<file path="src/rtl/cdb_arbiter_pkg.sv">
// +--------------------------------------------------------------------------+
// | cdb_arbiter_pkg: shared widths, encodings and types for the CDB arbiter. |
// | Rev 1.0                                                                  |
// +--------------------------------------------------------------------------+
`default_nettype none

package cdb_arbiter_pkg;

  localparam int ROB_ID_W       = 4;
  localparam int DATA_W         = 32;
  localparam int CDB_FIFO_DEPTH = 4;
  localparam int PTR_W          = 2;
  localparam int CNT_W          = 3;
  localparam int STAT_W         = 32;

  localparam logic [ROB_ID_W-1:0] ZERO_ROB = '0;
  localparam logic [CNT_W-1:0]    FULL_CNT = CNT_W'(CDB_FIFO_DEPTH);

  typedef enum logic {
    SRC_ALU = 1'b0,
    SRC_LSB = 1'b1
  } cdb_src_e;

  typedef struct packed {
    logic [ROB_ID_W-1:0] rob_id;
    logic [DATA_W-1:0]   result;
  } cdb_entry_t;

  function automatic logic [STAT_W-1:0] sat_inc(input logic [STAT_W-1:0] v);
    return (&v) ? v : v + STAT_W'(1);
  endfunction

endpackage

`default_nettype wire

</file>
<file path="src/rtl/cdb_arbiter_if.sv">
// +--------------------------------------------------------------------------+
// | cdb_arbiter_if: requester, control and broadcast signals of the arbiter. |
// | Optional counters appear when CDB_ARB_STATS_EN is defined.  Rev 1.0      |
// +--------------------------------------------------------------------------+
`default_nettype none

interface cdb_arbiter_if;
  import cdb_arbiter_pkg::*;

  logic                rdy;
  logic                flush_in;
  logic                alu_valid_in;
  logic [ROB_ID_W-1:0] alu_rob_id_in;
  logic [DATA_W-1:0]   alu_result_in;
  logic                lsb_valid_in;
  logic [ROB_ID_W-1:0] lsb_rob_id_in;
  logic [DATA_W-1:0]   lsb_result_in;
  logic                alu_ready_out;
  logic                lsb_ready_out;
  logic                cdb_valid_out;
  logic [ROB_ID_W-1:0] cdb_rob_id_out;
  logic [DATA_W-1:0]   cdb_result_out;
  logic                cdb_src_out;
`ifdef CDB_ARB_STATS_EN
  logic [STAT_W-1:0]   conflict_cnt_out;
  logic [STAT_W-1:0]   full_cnt_out;
`endif

  modport slave (
    input  rdy, flush_in,
    input  alu_valid_in, alu_rob_id_in, alu_result_in,
    input  lsb_valid_in, lsb_rob_id_in, lsb_result_in,
    output alu_ready_out, lsb_ready_out,
    output cdb_valid_out, cdb_rob_id_out, cdb_result_out, cdb_src_out
`ifdef CDB_ARB_STATS_EN
    , output conflict_cnt_out, full_cnt_out
`endif
  );

  modport master (
    output rdy, flush_in,
    output alu_valid_in, alu_rob_id_in, alu_result_in,
    output lsb_valid_in, lsb_rob_id_in, lsb_result_in,
    input  alu_ready_out, lsb_ready_out,
    input  cdb_valid_out, cdb_rob_id_out, cdb_result_out, cdb_src_out
`ifdef CDB_ARB_STATS_EN
    , input conflict_cnt_out, full_cnt_out
`endif
  );

endinterface

`default_nettype wire

</file>
<file path="src/rtl/cdb_arbiter_fifo.sv">
// +--------------------------------------------------------------------------+
// | cdb_fifo: 4-entry result queue with clear; no arbitration inside.        |
// | Rev 1.0                                                                  |
// +--------------------------------------------------------------------------+
`default_nettype none

module cdb_fifo
  import cdb_arbiter_pkg::*;
(
  input  logic             clk,
  input  logic             rst,
  input  logic             clear,
  input  logic             push,
  input  cdb_entry_t       push_data,
  input  logic             pop,
  output cdb_entry_t       head,
  output logic [CNT_W-1:0] count,
  output logic             full,
  output logic             empty
);

  cdb_entry_t       mem_q [CDB_FIFO_DEPTH];
  cdb_entry_t       mem_d [CDB_FIFO_DEPTH];
  logic [PTR_W-1:0] wr_ptr_q, wr_ptr_d;
  logic [PTR_W-1:0] rd_ptr_q, rd_ptr_d;
  logic [CNT_W-1:0] count_q, count_d;
  logic             do_push, do_pop;

  assign full  = (count_q == FULL_CNT);
  assign empty = (count_q == '0);
  assign count = count_q;
  assign head  = mem_q[rd_ptr_q];

  // A pop on an empty queue is legal only alongside a push: the entry is
  // written and consumed in the same cycle, leaving the count at zero.
  assign do_push = push && (!full || pop);
  assign do_pop  = pop && (!empty || push);

  always_comb begin
    mem_d    = mem_q;
    wr_ptr_d = wr_ptr_q;
    rd_ptr_d = rd_ptr_q;
    count_d  = count_q;
    if (clear) begin
      wr_ptr_d = '0;
      rd_ptr_d = '0;
      count_d  = '0;
    end else begin
      if (do_push) begin
        mem_d[wr_ptr_q] = push_data;
        wr_ptr_d        = wr_ptr_q + PTR_W'(1);
      end
      if (do_pop) begin
        rd_ptr_d = rd_ptr_q + PTR_W'(1);
      end
      case ({do_push, do_pop})
        2'b10:   count_d = count_q + CNT_W'(1);
        2'b01:   count_d = count_q - CNT_W'(1);
        default: count_d = count_q;
      endcase
    end
  end

  always_ff @(posedge clk) begin
    if (rst) begin
      for (int i = 0; i < CDB_FIFO_DEPTH; i++) begin
        mem_q[i] <= '0;
      end
      wr_ptr_q <= '0;
      rd_ptr_q <= '0;
      count_q  <= '0;
    end else begin
      mem_q    <= mem_d;
      wr_ptr_q <= wr_ptr_d;
      rd_ptr_q <= rd_ptr_d;
      count_q  <= count_d;
    end
  end

endmodule

`default_nettype wire

</file>
<file path="src/rtl/cdb_arbiter.sv">
// +--------------------------------------------------------------------------+
// | cdb_arbiter: round-robin CDB arbiter over ALU and LSB result queues.     |
// | Optional CDB_ARB_STATS_EN adds conflict / full cycle counters. Rev 1.0   |
// +--------------------------------------------------------------------------+
`default_nettype none

module cdb_arbiter
  import cdb_arbiter_pkg::*;
(
  input  logic         clk,
  input  logic         rst,
  cdb_arbiter_if.slave bus
);

  cdb_entry_t          alu_req, lsb_req, alu_head, lsb_head, alu_cand, lsb_cand;
  logic [CNT_W-1:0]    alu_count, lsb_count;
  logic                alu_full, lsb_full, alu_empty, lsb_empty;
  logic                alu_push, lsb_push, alu_avail, lsb_avail;
  logic                grant_alu, grant_lsb;

  cdb_src_e            last_grant_q, last_grant_d;
  logic                cdb_valid_q, cdb_valid_d;
  logic [ROB_ID_W-1:0] cdb_rob_id_q, cdb_rob_id_d;
  logic [DATA_W-1:0]   cdb_result_q, cdb_result_d;
  cdb_src_e            cdb_src_q, cdb_src_d;

  assign alu_req = {bus.alu_rob_id_in, bus.alu_result_in};
  assign lsb_req = {bus.lsb_rob_id_in, bus.lsb_result_in};

  cdb_fifo u_alu_fifo (
    .clk       (clk),
    .rst       (rst),
    .clear     (bus.flush_in),
    .push      (alu_push),
    .push_data (alu_req),
    .pop       (grant_alu),
    .head      (alu_head),
    .count     (alu_count),
    .full      (alu_full),
    .empty     (alu_empty)
  );

  cdb_fifo u_lsb_fifo (
    .clk       (clk),
    .rst       (rst),
    .clear     (bus.flush_in),
    .push      (lsb_push),
    .push_data (lsb_req),
    .pop       (grant_lsb),
    .head      (lsb_head),
    .count     (lsb_count),
    .full      (lsb_full),
    .empty     (lsb_empty)
  );

  assign bus.alu_ready_out  = !alu_full;
  assign bus.lsb_ready_out  = !lsb_full;
  assign bus.cdb_valid_out  = cdb_valid_q;
  assign bus.cdb_rob_id_out = cdb_rob_id_q;
  assign bus.cdb_result_out = cdb_result_q;
  assign bus.cdb_src_out    = cdb_src_q;

  always_comb begin
    alu_push = bus.alu_valid_in && !alu_full && bus.rdy && !bus.flush_in &&
               (bus.alu_rob_id_in != ZERO_ROB);
    lsb_push = bus.lsb_valid_in && !lsb_full && bus.rdy && !bus.flush_in &&
               (bus.lsb_rob_id_in != ZERO_ROB);

    // An arriving request into an empty queue competes immediately.
    alu_avail = (alu_count != '0) || alu_push;
    lsb_avail = (lsb_count != '0) || lsb_push;
    alu_cand  = alu_empty ? alu_req : alu_head;
    lsb_cand  = lsb_empty ? lsb_req : lsb_head;

    grant_alu = 1'b0;
    grant_lsb = 1'b0;
    if (bus.rdy && !bus.flush_in) begin
      if (alu_avail && lsb_avail) begin
        grant_alu = (last_grant_q == SRC_LSB);
        grant_lsb = (last_grant_q == SRC_ALU);
      end else begin
        grant_alu = alu_avail;
        grant_lsb = lsb_avail;
      end
    end

    last_grant_d = last_grant_q;
    cdb_valid_d  = cdb_valid_q;
    cdb_rob_id_d = cdb_rob_id_q;
    cdb_result_d = cdb_result_q;
    cdb_src_d    = cdb_src_q;
    // A flush is a commit-time redirect and must not be lost to a stall,
    // so it clears the bus even when rdy is low.
    if (bus.flush_in) begin
      cdb_valid_d = 1'b0;
    end else if (bus.rdy) begin
      cdb_valid_d = grant_alu || grant_lsb;
      if (grant_alu) begin
        cdb_rob_id_d = alu_cand.rob_id;
        cdb_result_d = alu_cand.result;
        cdb_src_d    = SRC_ALU;
        last_grant_d = SRC_ALU;
      end else if (grant_lsb) begin
        cdb_rob_id_d = lsb_cand.rob_id;
        cdb_result_d = lsb_cand.result;
        cdb_src_d    = SRC_LSB;
        last_grant_d = SRC_LSB;
      end
    end
  end

  always_ff @(posedge clk) begin
    if (rst) begin
      last_grant_q <= SRC_LSB;
      cdb_valid_q  <= 1'b0;
      cdb_rob_id_q <= '0;
      cdb_result_q <= '0;
      cdb_src_q    <= SRC_ALU;
    end else begin
      last_grant_q <= last_grant_d;
      cdb_valid_q  <= cdb_valid_d;
      cdb_rob_id_q <= cdb_rob_id_d;
      cdb_result_q <= cdb_result_d;
      cdb_src_q    <= cdb_src_d;
    end
  end

`ifdef CDB_ARB_STATS_EN
  logic [STAT_W-1:0] conflict_cnt_q, conflict_cnt_d;
  logic [STAT_W-1:0] full_cnt_q, full_cnt_d;

  assign bus.conflict_cnt_out = conflict_cnt_q;
  assign bus.full_cnt_out     = full_cnt_q;

  // Counters sample the registered queue state, independent of flush.
  always_comb begin
    conflict_cnt_d = conflict_cnt_q;
    full_cnt_d     = full_cnt_q;
    if (bus.rdy) begin
      if (!alu_empty && !lsb_empty) begin
        conflict_cnt_d = sat_inc(conflict_cnt_q);
      end
      if (alu_full || lsb_full) begin
        full_cnt_d = sat_inc(full_cnt_q);
      end
    end
  end

  always_ff @(posedge clk) begin
    if (rst) begin
      conflict_cnt_q <= '0;
      full_cnt_q     <= '0;
    end else begin
      conflict_cnt_q <= conflict_cnt_d;
      full_cnt_q     <= full_cnt_d;
    end
  end
`endif

endmodule

`default_nettype wire

</file>
<file path="src/flat_wrapper.sv">
// flat-port wrapper written by rule: the top's interface ports become plain ports
module cdb_arbiter_flat import cdb_arbiter_pkg::*;
  (clk, rst, bus_rdy, bus_flush_in, bus_alu_valid_in, bus_alu_rob_id_in, bus_alu_result_in, bus_lsb_valid_in, bus_lsb_rob_id_in, bus_lsb_result_in, bus_alu_ready_out, bus_lsb_ready_out, bus_cdb_valid_out, bus_cdb_rob_id_out, bus_cdb_result_out, bus_cdb_src_out);
  cdb_arbiter_if bus_i ();
  input  logic clk;
  input  logic rst;
  input wire logic [$bits(bus_i.rdy)-1:0] bus_rdy;
  input wire logic [$bits(bus_i.flush_in)-1:0] bus_flush_in;
  input wire logic [$bits(bus_i.alu_valid_in)-1:0] bus_alu_valid_in;
  input wire logic [$bits(bus_i.alu_rob_id_in)-1:0] bus_alu_rob_id_in;
  input wire logic [$bits(bus_i.alu_result_in)-1:0] bus_alu_result_in;
  input wire logic [$bits(bus_i.lsb_valid_in)-1:0] bus_lsb_valid_in;
  input wire logic [$bits(bus_i.lsb_rob_id_in)-1:0] bus_lsb_rob_id_in;
  input wire logic [$bits(bus_i.lsb_result_in)-1:0] bus_lsb_result_in;
  output wire logic [$bits(bus_i.alu_ready_out)-1:0] bus_alu_ready_out;
  output wire logic [$bits(bus_i.lsb_ready_out)-1:0] bus_lsb_ready_out;
  output wire logic [$bits(bus_i.cdb_valid_out)-1:0] bus_cdb_valid_out;
  output wire logic [$bits(bus_i.cdb_rob_id_out)-1:0] bus_cdb_rob_id_out;
  output wire logic [$bits(bus_i.cdb_result_out)-1:0] bus_cdb_result_out;
  output wire logic [$bits(bus_i.cdb_src_out)-1:0] bus_cdb_src_out;
  assign bus_i.rdy = bus_rdy;
  assign bus_i.flush_in = bus_flush_in;
  assign bus_i.alu_valid_in = bus_alu_valid_in;
  assign bus_i.alu_rob_id_in = bus_alu_rob_id_in;
  assign bus_i.alu_result_in = bus_alu_result_in;
  assign bus_i.lsb_valid_in = bus_lsb_valid_in;
  assign bus_i.lsb_rob_id_in = bus_lsb_rob_id_in;
  assign bus_i.lsb_result_in = bus_lsb_result_in;
  assign bus_alu_ready_out = bus_i.alu_ready_out;
  assign bus_lsb_ready_out = bus_i.lsb_ready_out;
  assign bus_cdb_valid_out = bus_i.cdb_valid_out;
  assign bus_cdb_rob_id_out = bus_i.cdb_rob_id_out;
  assign bus_cdb_result_out = bus_i.cdb_result_out;
  assign bus_cdb_src_out = bus_i.cdb_src_out;
  cdb_arbiter u_core (.clk(clk), .rst(rst), .bus(bus_i));
endmodule
</file>
<file path="config.mk">
export PLATFORM = sky130hd
export DESIGN_NAME = cdb_arbiter_flat
export DESIGN_NICKNAME = d
export VERILOG_FILES = /design/src/rtl/cdb_arbiter_pkg.sv /design/src/rtl/cdb_arbiter_if.sv /design/src/rtl/cdb_arbiter_fifo.sv /design/src/rtl/cdb_arbiter.sv /design/src/flat_wrapper.sv
export SDC_FILE = /design/constraint.sdc
export NUM_CORES = 1
export LEC_CHECK = 0
export ABC_AREA = 1
export CORE_ASPECT_RATIO = 0.8
export CORE_MARGIN = 3
export CORE_UTILIZATION = 27
export DETAILED_ROUTE_END_ITERATION = 7
export GPL_TIMING_DRIVEN = 0
export PLACE_DENSITY = 0.5
export SLEW_MARGIN = 20
export SYNTH_ARGS = -nofsm -noshare
export SYNTH_HDL_FRONTEND = slang
export SYNTH_SLANG_ARGS = --single-unit
</file>
<file path="constraint.sdc">
create_clock -name clk -period 2.71 [get_ports clk]
set_input_delay 0.542 -clock clk [delete_from_list [all_inputs] [get_ports clk]]
set_output_delay 0.542 -clock clk [all_outputs]
set_load 0.02 [all_outputs]
</file>
# [Yosys cells after proc, flatten, opt, wreduce, memory -nomap -nowiden]
# Index checks and enable logic that the tools add are counted.
[totals] out_inout_bits=40 in_bits=78 reg_bits=341 word_cells=120
[classes] muxes=26 add_sub_neg=8 eq_ne=6 n_reduce_logical=41 n_bitwise=6 magnitude_cmp=6
[ops] cell="$bwmux W144" count=2
[ops] cell="$mux W36" count=8
[ops] cell="$bmux W36 S2" count=2
[ops] cell="$demux W36 S2" count=2
[ops] cell="$mux W32" count=2
[ops] cell="$logic_and A1 B1 Y1" count=16
[ops] cell="$ge A3 B3 Y1 const B" count=4
[ops] cell="$not A2 Y3" count=4
[ops] cell="$pmux W3 S2" count=2
[ops] cell="$add A2 B1 Y2 const B" count=4
[ops] cell="$mux W4" count=2
[ops] cell="$reduce_bool A4 Y1" count=2
[ops] cell="$logic_or A1 B1 Y1" count=7
[ops] cell="$add A3 B1 Y3 const B" count=2
[ops] cell="$eq A3 B3 Y1 const B" count=2
[ops] cell="$logic_not A3 Y1" count=2
[ops] cell="$lt A3 B1 Y1 const B" count=2
[ops] cell="$mux W1" count=6
[ops] cell="$reduce_bool A2 Y1" count=3
[ops] cell="$reduce_bool A3 Y1" count=2
[ops] cell="$sub A3 B1 Y3 const B" count=2
[ops] cell="$logic_not A1 Y1" count=5
[ops] cell="$eq A2 B1 Y1 const B" count=2
[ops] cell="$eq A2 B2 Y1 const B" count=2
[ops] cell="other kinds (4)" count=6

# [Logic depth before layout (Yosys ltp)]
[depth] word_depth=14 depth_mapped=15 ltp_nobuf=15

# [Modules after synthesis]
# A second synthesis with hierarchy kept.
[hier_totals] cells_unflattened=2749 area_unflattened_um2=17641.9
[by_module_without_submodules] module="cdb_fifo" seq_area_each_um2=3022.9 n_inst=2 area_each_um2=7383.3 cells_per_inst=1172
[by_module_without_submodules] module="cdb_arbiter" seq_area_each_um2=780.7 n_inst=1 area_each_um2=2875.3 cells_per_inst=405

# [Least setup slack after synthesis]
# Ideal clock, no wire load.
[synth_timing] path_kind="input to register" from="input bus_flush_in" to="register u_core.u_lsb_fifo.count_q[2], in the netlist u_core.u_lsb_fifo.count[2]" slack_ns=0.158 path_buffers=0 setup_time_ns=0.122 t_required_ns=2.588 t_arrival_ns=2.430 cell_stages=14 path_cell_list="inv_2 -> nand2_2 -> nor2_1 -> nand2_1 -> a21oi_4 -> nand2_1 -> inv_1 -> ha_1 -> inv_1 -> fa_1 -> a21oi_1 -> o21ai_0 -> o21ai_0 -> a21oi_1"
[synth_via] word_cells_on_any_way=20 cone_classes="eq/ne (2); mux (3); reduce/logical (15)"
[synth_rtl] element="start: declaration" line_no="flat_wrapper.sv:8" source="input wire logic [$bits(bus_i.flush_in)-1:0] bus_flush_in;"
[synth_rtl] element="$logic_not A1 Y1 (*)" line_no="cdb_arbiter.sv:64, cdb_arbiter.sv:66, cdb_arbiter.sv:77"
[synth_rtl] element="$logic_and A1 B1 Y1 (on tied branches) (2 in a row)" line_no="cdb_arbiter.sv:64, cdb_arbiter.sv:66"
[synth_rtl] element="$logic_or A1 B1 Y1 (on tied branches)" line_no="cdb_arbiter.sv:70, cdb_arbiter.sv:71"
[synth_rtl] element="$logic_and A1 B1 Y1" line_no="cdb_arbiter.sv:78" source="if (alu_avail && lsb_avail) begin"
[synth_rtl] element="$mux W1" line_no="cdb_arbiter.sv:78"
[synth_rtl] element="$mux W1" line_no="cdb_arbiter.sv:77" source="if (bus.rdy && !bus.flush_in) begin"
[synth_rtl] element="$logic_and A1 B1 Y1 (*)" line_no="cdb_arbiter_fifo.sv:37" source="assign do_pop = pop && (!empty || push);"
[synth_rtl] element="via u_core.u_lsb_fifo.do_pop" line_no="cdb_arbiter_fifo.sv:27" source="logic do_push, do_pop;"
[synth_rtl] element="$eq A2 B1 Y1 or $eq A2 B2 Y1 (tied branches)" line_no="cdb_arbiter_fifo.sv:56" source="case ({do_push, do_pop})"
[synth_rtl] element="$pmux W3 S2 or $reduce_bool A2 Y1 (tied branches)"
[synth_rtl] element="end signal: assignment" line_no="cdb_arbiter_fifo.sv:76" source="count_q <= count_d;"
[synth_rtl] element="end: declaration" line_no="cdb_arbiter_fifo.sv:26" source="logic [CNT_W-1:0] count_q, count_d;"
# Mark *: on every way through the listed nets, which the timed path passes. The rest lies on a longest branch.
# A chain may end at the register's enable or synchronous reset.

==> PnR_summary.wiki <==
{| class="wikitable"
! Metric !! Value
|-
| Result of the run || finished clean
|-
| GR Util met3 || 3.518%
|-
| Stage delay of the slowest cell on the critical path || 0.65 ns
|-
| DRC viols || 0
|-
| Fin util || 33.44%
|-
| Global routing met1 resource utilization || 28.75%
|-
| Setup repair after global routing missed its margin || no
|-
| Clock latency on the worst-skew pair || 0.54 ns
|-
| Worst hold slack across all endpoints || 0.4507 ns
|-
| Crit Path Class || in -> reg
|-
| Syn avg cell area || 6.617 um^2
|-
| Most frequent cells in the layout || 629 x nand2_1, 345 x inv_1, 341 x dfxtp_1
|-
| Number of detailed-route iterations in the first pass || 6
|-
| Setup TNS Final || 0 ns
|-
| H-tree depth || 2
|-
| TritonCTS clock tree || yes
|-
| Final cell area excluding filler cells || 0.01960 mm^2
|-
| Transition at the pin with the smallest max-transition slack || 0.9325 ns
|-
| IR drop worst, VDD || 0.4325 mV
|-
| CTS sink count || 341
|-
| Placed Cells || 3322
|-
| Power Internal || 8.667 mW
|-
| Antenna violations before repair || 2
|-
| Worst-case clock skew || 0.01050 ns
|-
| Area Growth Syn to Fin || 21.62%
|-
| First element of the critical path || rst
|-
| Detailed-placement wirelength estimate || 44660 um
|-
| Initial cell density of the core || 27.50%
|-
| Largest net degree at the start of global routing || 13
|-
| Data required time at the worst endpoint || 3.17 ns
|-
| Highest Clock Rate || 395.4 MHz
|-
| Total clock buffers created by CTS || 39
|-
| Residual overflow from global routing || 0
|-
| Warning count from the yosys run || 0
|-
| Worst hold path stage count || 2
|-
| Mapped Cells || 2436
|-
| Portion of total power attributed to sequential cells || 44.6%
|-
| Most frequent cell on the critical path || clkbuf_1
|-
| Net switching share of the total power || 25.04%
|-
| Fraction of final layout cells sized beyond drive strength 1 || 6.053%
|-
| Placeable core region || 0.05862 mm^2
|-
| Worst hold-check path type || reg -> reg
|-
| Summed instance area of the synthesized netlist || 0.01612 mm^2
|-
| Number of violations of the max-capacitance limit || 0
|-
| Die ar. || 0.06268 mm^2
|-
| Final count of negative-setup-slack endpoints || 0
|-
| Pwr/cell area || 589.8 mW/mm^2
|-
| Met2 Usage GRT || 26.66%
|-
| Final ANT Viol Nets || 0
|-
| Clock Pin Slew Worst Setup and Hold Paths || 0.06 ns
|-
| Number of placed I/O pins || 118
|-
| Fraction of the yosys area taken by sequential cells || 42.35%
|-
| Synthesized netlist net count || 2526
|-
| Relative slew slack || 37.83%
|-
| Root buffer cell || clkbuf_16
|-
| Final hold vios || 0
|-
| Total number of vias || 16500
|-
| Launching element type of the critical path || primary input
|-
| Cell area reported after detailed placement || 0.01825 mm^2
|-
| Combined global-route utilization of all metal layers || 18.79%
|-
| Total of hold buffers inserted after clock tree synthesis || 0
|-
| Path depth of the worst reg2reg path || 14
|-
| Critical path data arrival time || 2.99 ns
|-
| Total power draw || 11.56 mW
|-
| Final critical path time including I/O delays and setup || 2.529 ns
|-
| Portion of synthesized cell area occupied by the leading cell type || 42.35%
|-
| Switching pwr || 2.895 mW
|-
| Netlist cell types || 23
|-
| Average wire per standard cell || 17.74 um
|-
| Final RePlAce weighted congestion || 0.8515
|-
| Ranking of synthesized cells by area || dfxtp_1 42%, nand2_1 15%, a21oi_1 9.4%
|-
| Global-route wire length before repair || 91570 um
|-
| Initial DRC count || 1678
|-
| Register-to-Register Setup Slack || 0.29 ns
|-
| Post-layout worst setup margin || 0.1808 ns
|-
| Category of the worst setup path capture point || flop
|-
| Worst reg2reg endpoint || u_core.u_alu_fifo.count[2]$_SDFFE_PP0P_
|-
| Min-delay src || u_core.u_alu_fifo.mem_q[6]$_SDFFE_PP0P_
|-
| Via count of the first global-routing pass || 15220
|-
| Setup WS pre-CTS || -0.8656 ns
|-
| Portion of the clock cycle consumed by the worst path in the final layout || 93.33%
|-
| End of the worst hold path || u_core.u_alu_fifo.mem_q[6]$_SDFFE_PP0P_
|-
| Crit-path slowest cell || clkbuf_1
|-
| Flop and latch count out of synthesis || 341
|-
| Post-synth top area cell || dfxtp_1
|-
| Number of buffers on the longest clock path || 3
|-
| LEAKAGE || 8.425 nW
|-
| Fill cell instance count of the final layout || 6327
|-
| Crit-path cells || clkdlybuf4s50_1, inv_1, buf_2, clkbuf_1, clkbuf_1, o21ai_0, a21oi_1
|-
| Final non-filler cell total || 3399
|-
| Total Nets Final || 2691
|-
| Height of the die || 224.5 um
|-
| Detailed-route vias per instance || 4.853
|-
| Worst Path Buf+Inv || 5
|-
| Quantity of I/O buffers inserted on ports || 117
|-
| Horizontal die dimension || 279.2 um
|-
| Portion of total power attributed to combinational logic || 9.0%
|-
| Most common cell after layout, fill and taps aside || nand2_1
|-
| Highest-utilization routing layer at the global route stage || met1
|-
| Total routed wirelength || 60280 um
|-
| Count of final max-slew check failures || 0
|-
| Clock share of power || 46.4%
|-
| Family with the most delay on the worst path || buffers and inverters
|-
| Startpoint of the most critical register-to-register path || u_core.u_alu_fifo.count[1]$_SDFFE_PP0P_
|-
| Placement row count || 79
|-
| Worst Path Max Fanout || 10
|}
==> how the worst max path moves through the flow <==
stage          cells past startpoint  slack (ns)                                         to
5_1_grt                           14        0.02    u_core.u_lsb_fifo.count[2]$_SDFFE_PP0P_
6_report                           7        0.18  u_core.u_alu_fifo.mem_q[134]$_SDFFE_PP0P_
4_1_cts                           15       0.005    u_core.u_alu_fifo.count[2]$_SDFFE_PP0P_
2_1_floorplan                     14        0.16    u_core.u_lsb_fifo.count[2]$_SDFFE_PP0P_
3_3_place_gp                      14       -0.84    u_core.u_lsb_fifo.count[2]$_SDFFE_PP0P_
3_5_place_dp                      14       -0.87    u_core.u_lsb_fifo.count[2]$_SDFFE_PP0P_
==> power by group through the flow <==
stage,registers [mW],clock network (mW),logic (mW)
6_report,5.15,5.36,1.05
5_1_grt,5.16,5.65,1.17
4_1_cts,5.15,5.46,1.04
3_5_place_dp,5.26,0,1.03
3_3_place_gp,5.26,0,1.02
2_1_floorplan,5.27,0,0.544
==> kinds of logic (layout without fill, tap and decap cells) <==
family / after synthesis / count (layout) / share of synthesized area (%)
compound gates: 606 / 606 / 18.99
fa+ha+maj: 12 / 12 / 1.025
flops: 341 / 341 / 42.35
simple gates: 952 / 952 / 24.78
xor+xnor: 2 / 2 / 0.1087
buf+inv: 523 / 714 / 12.75
other cells: 0 / 3 / 0
==> registers in the layout, indices dropped and copies added (netlist names) <==
signal	flops
u_core.u_alu_fifo.mem_q	144
u_core.u_lsb_fifo.mem_q	144
u_core.bus.cdb_result_out	32
u_core.bus.cdb_rob_id_out	4
u_core.u_alu_fifo.count	3
u_core.u_lsb_fifo.count	3
u_core.u_alu_fifo.rd_ptr_q	2
u_core.u_alu_fifo.wr_ptr_q	2
u_core.u_lsb_fifo.rd_ptr_q	2
u_core.u_lsb_fifo.wr_ptr_q	2
u_core.bus.cdb_src_out	1
u_core.bus.cdb_valid_out	1
u_core.last_grant_q	1
==> area by class of cell <==
cell class | instances | area [um^2] | area share (%)
clock buffers | 61 | 1191 | 6.076
plain buffers | 168 | 724.4 | 3.696
well taps | 769 | 962.2 | 4.908
flip-flops and latches | 341 | 6827 | 34.82
diodes | 3 | 7.507 | 0.03830
clock inverters | 6 | 80.08 | 0.4085
multi-input cells | 1572 | 7259 | 37.03
repair buffers | 124 | 1219 | 6.217
inverters | 355 | 1333 | 6.798
==> cell usage after synthesis, drive strengths merged <==
library cell,instances
nand2,646
o21ai,299
clkinv,2
a21oi,305
nand3,290
o211ai,1
nor2,16
ha,10
xor2,2
fa,2
dfxtp,341
buf,76
a211oi,1
clkbuf,92
inv,353
==> timing repair <==
item / in CTS / in global routing
setup endpoints to repair: 4 / 2
setup buffers: 3 / 4
pin swaps: 3 / 3
resized for setup: 13 / 8
==> routing by layer <==
| metal | vias up | wire [um] | share of wire [%] |
|---|---|---|---|
| met4 | 2 | 1162 | 1.9 |
| met1 | 7712 | 30290 | 50 |
| met5 | - | 127 | 0.21 |
| met3 | 79 | 4899 | 8.1 |
| li1 | 8092 | - | - |
| met2 | 611 | 23800 | 39 |
==> worst min-delay path: cells and delay by family, from the launching register on <==
kind	cells	cell delay, ns
DFF	1	0.29
buffers and inverters	1	0.06
AOI/OAI and AO/OA	1	0.05
Power figures use the tool's default switching activity.
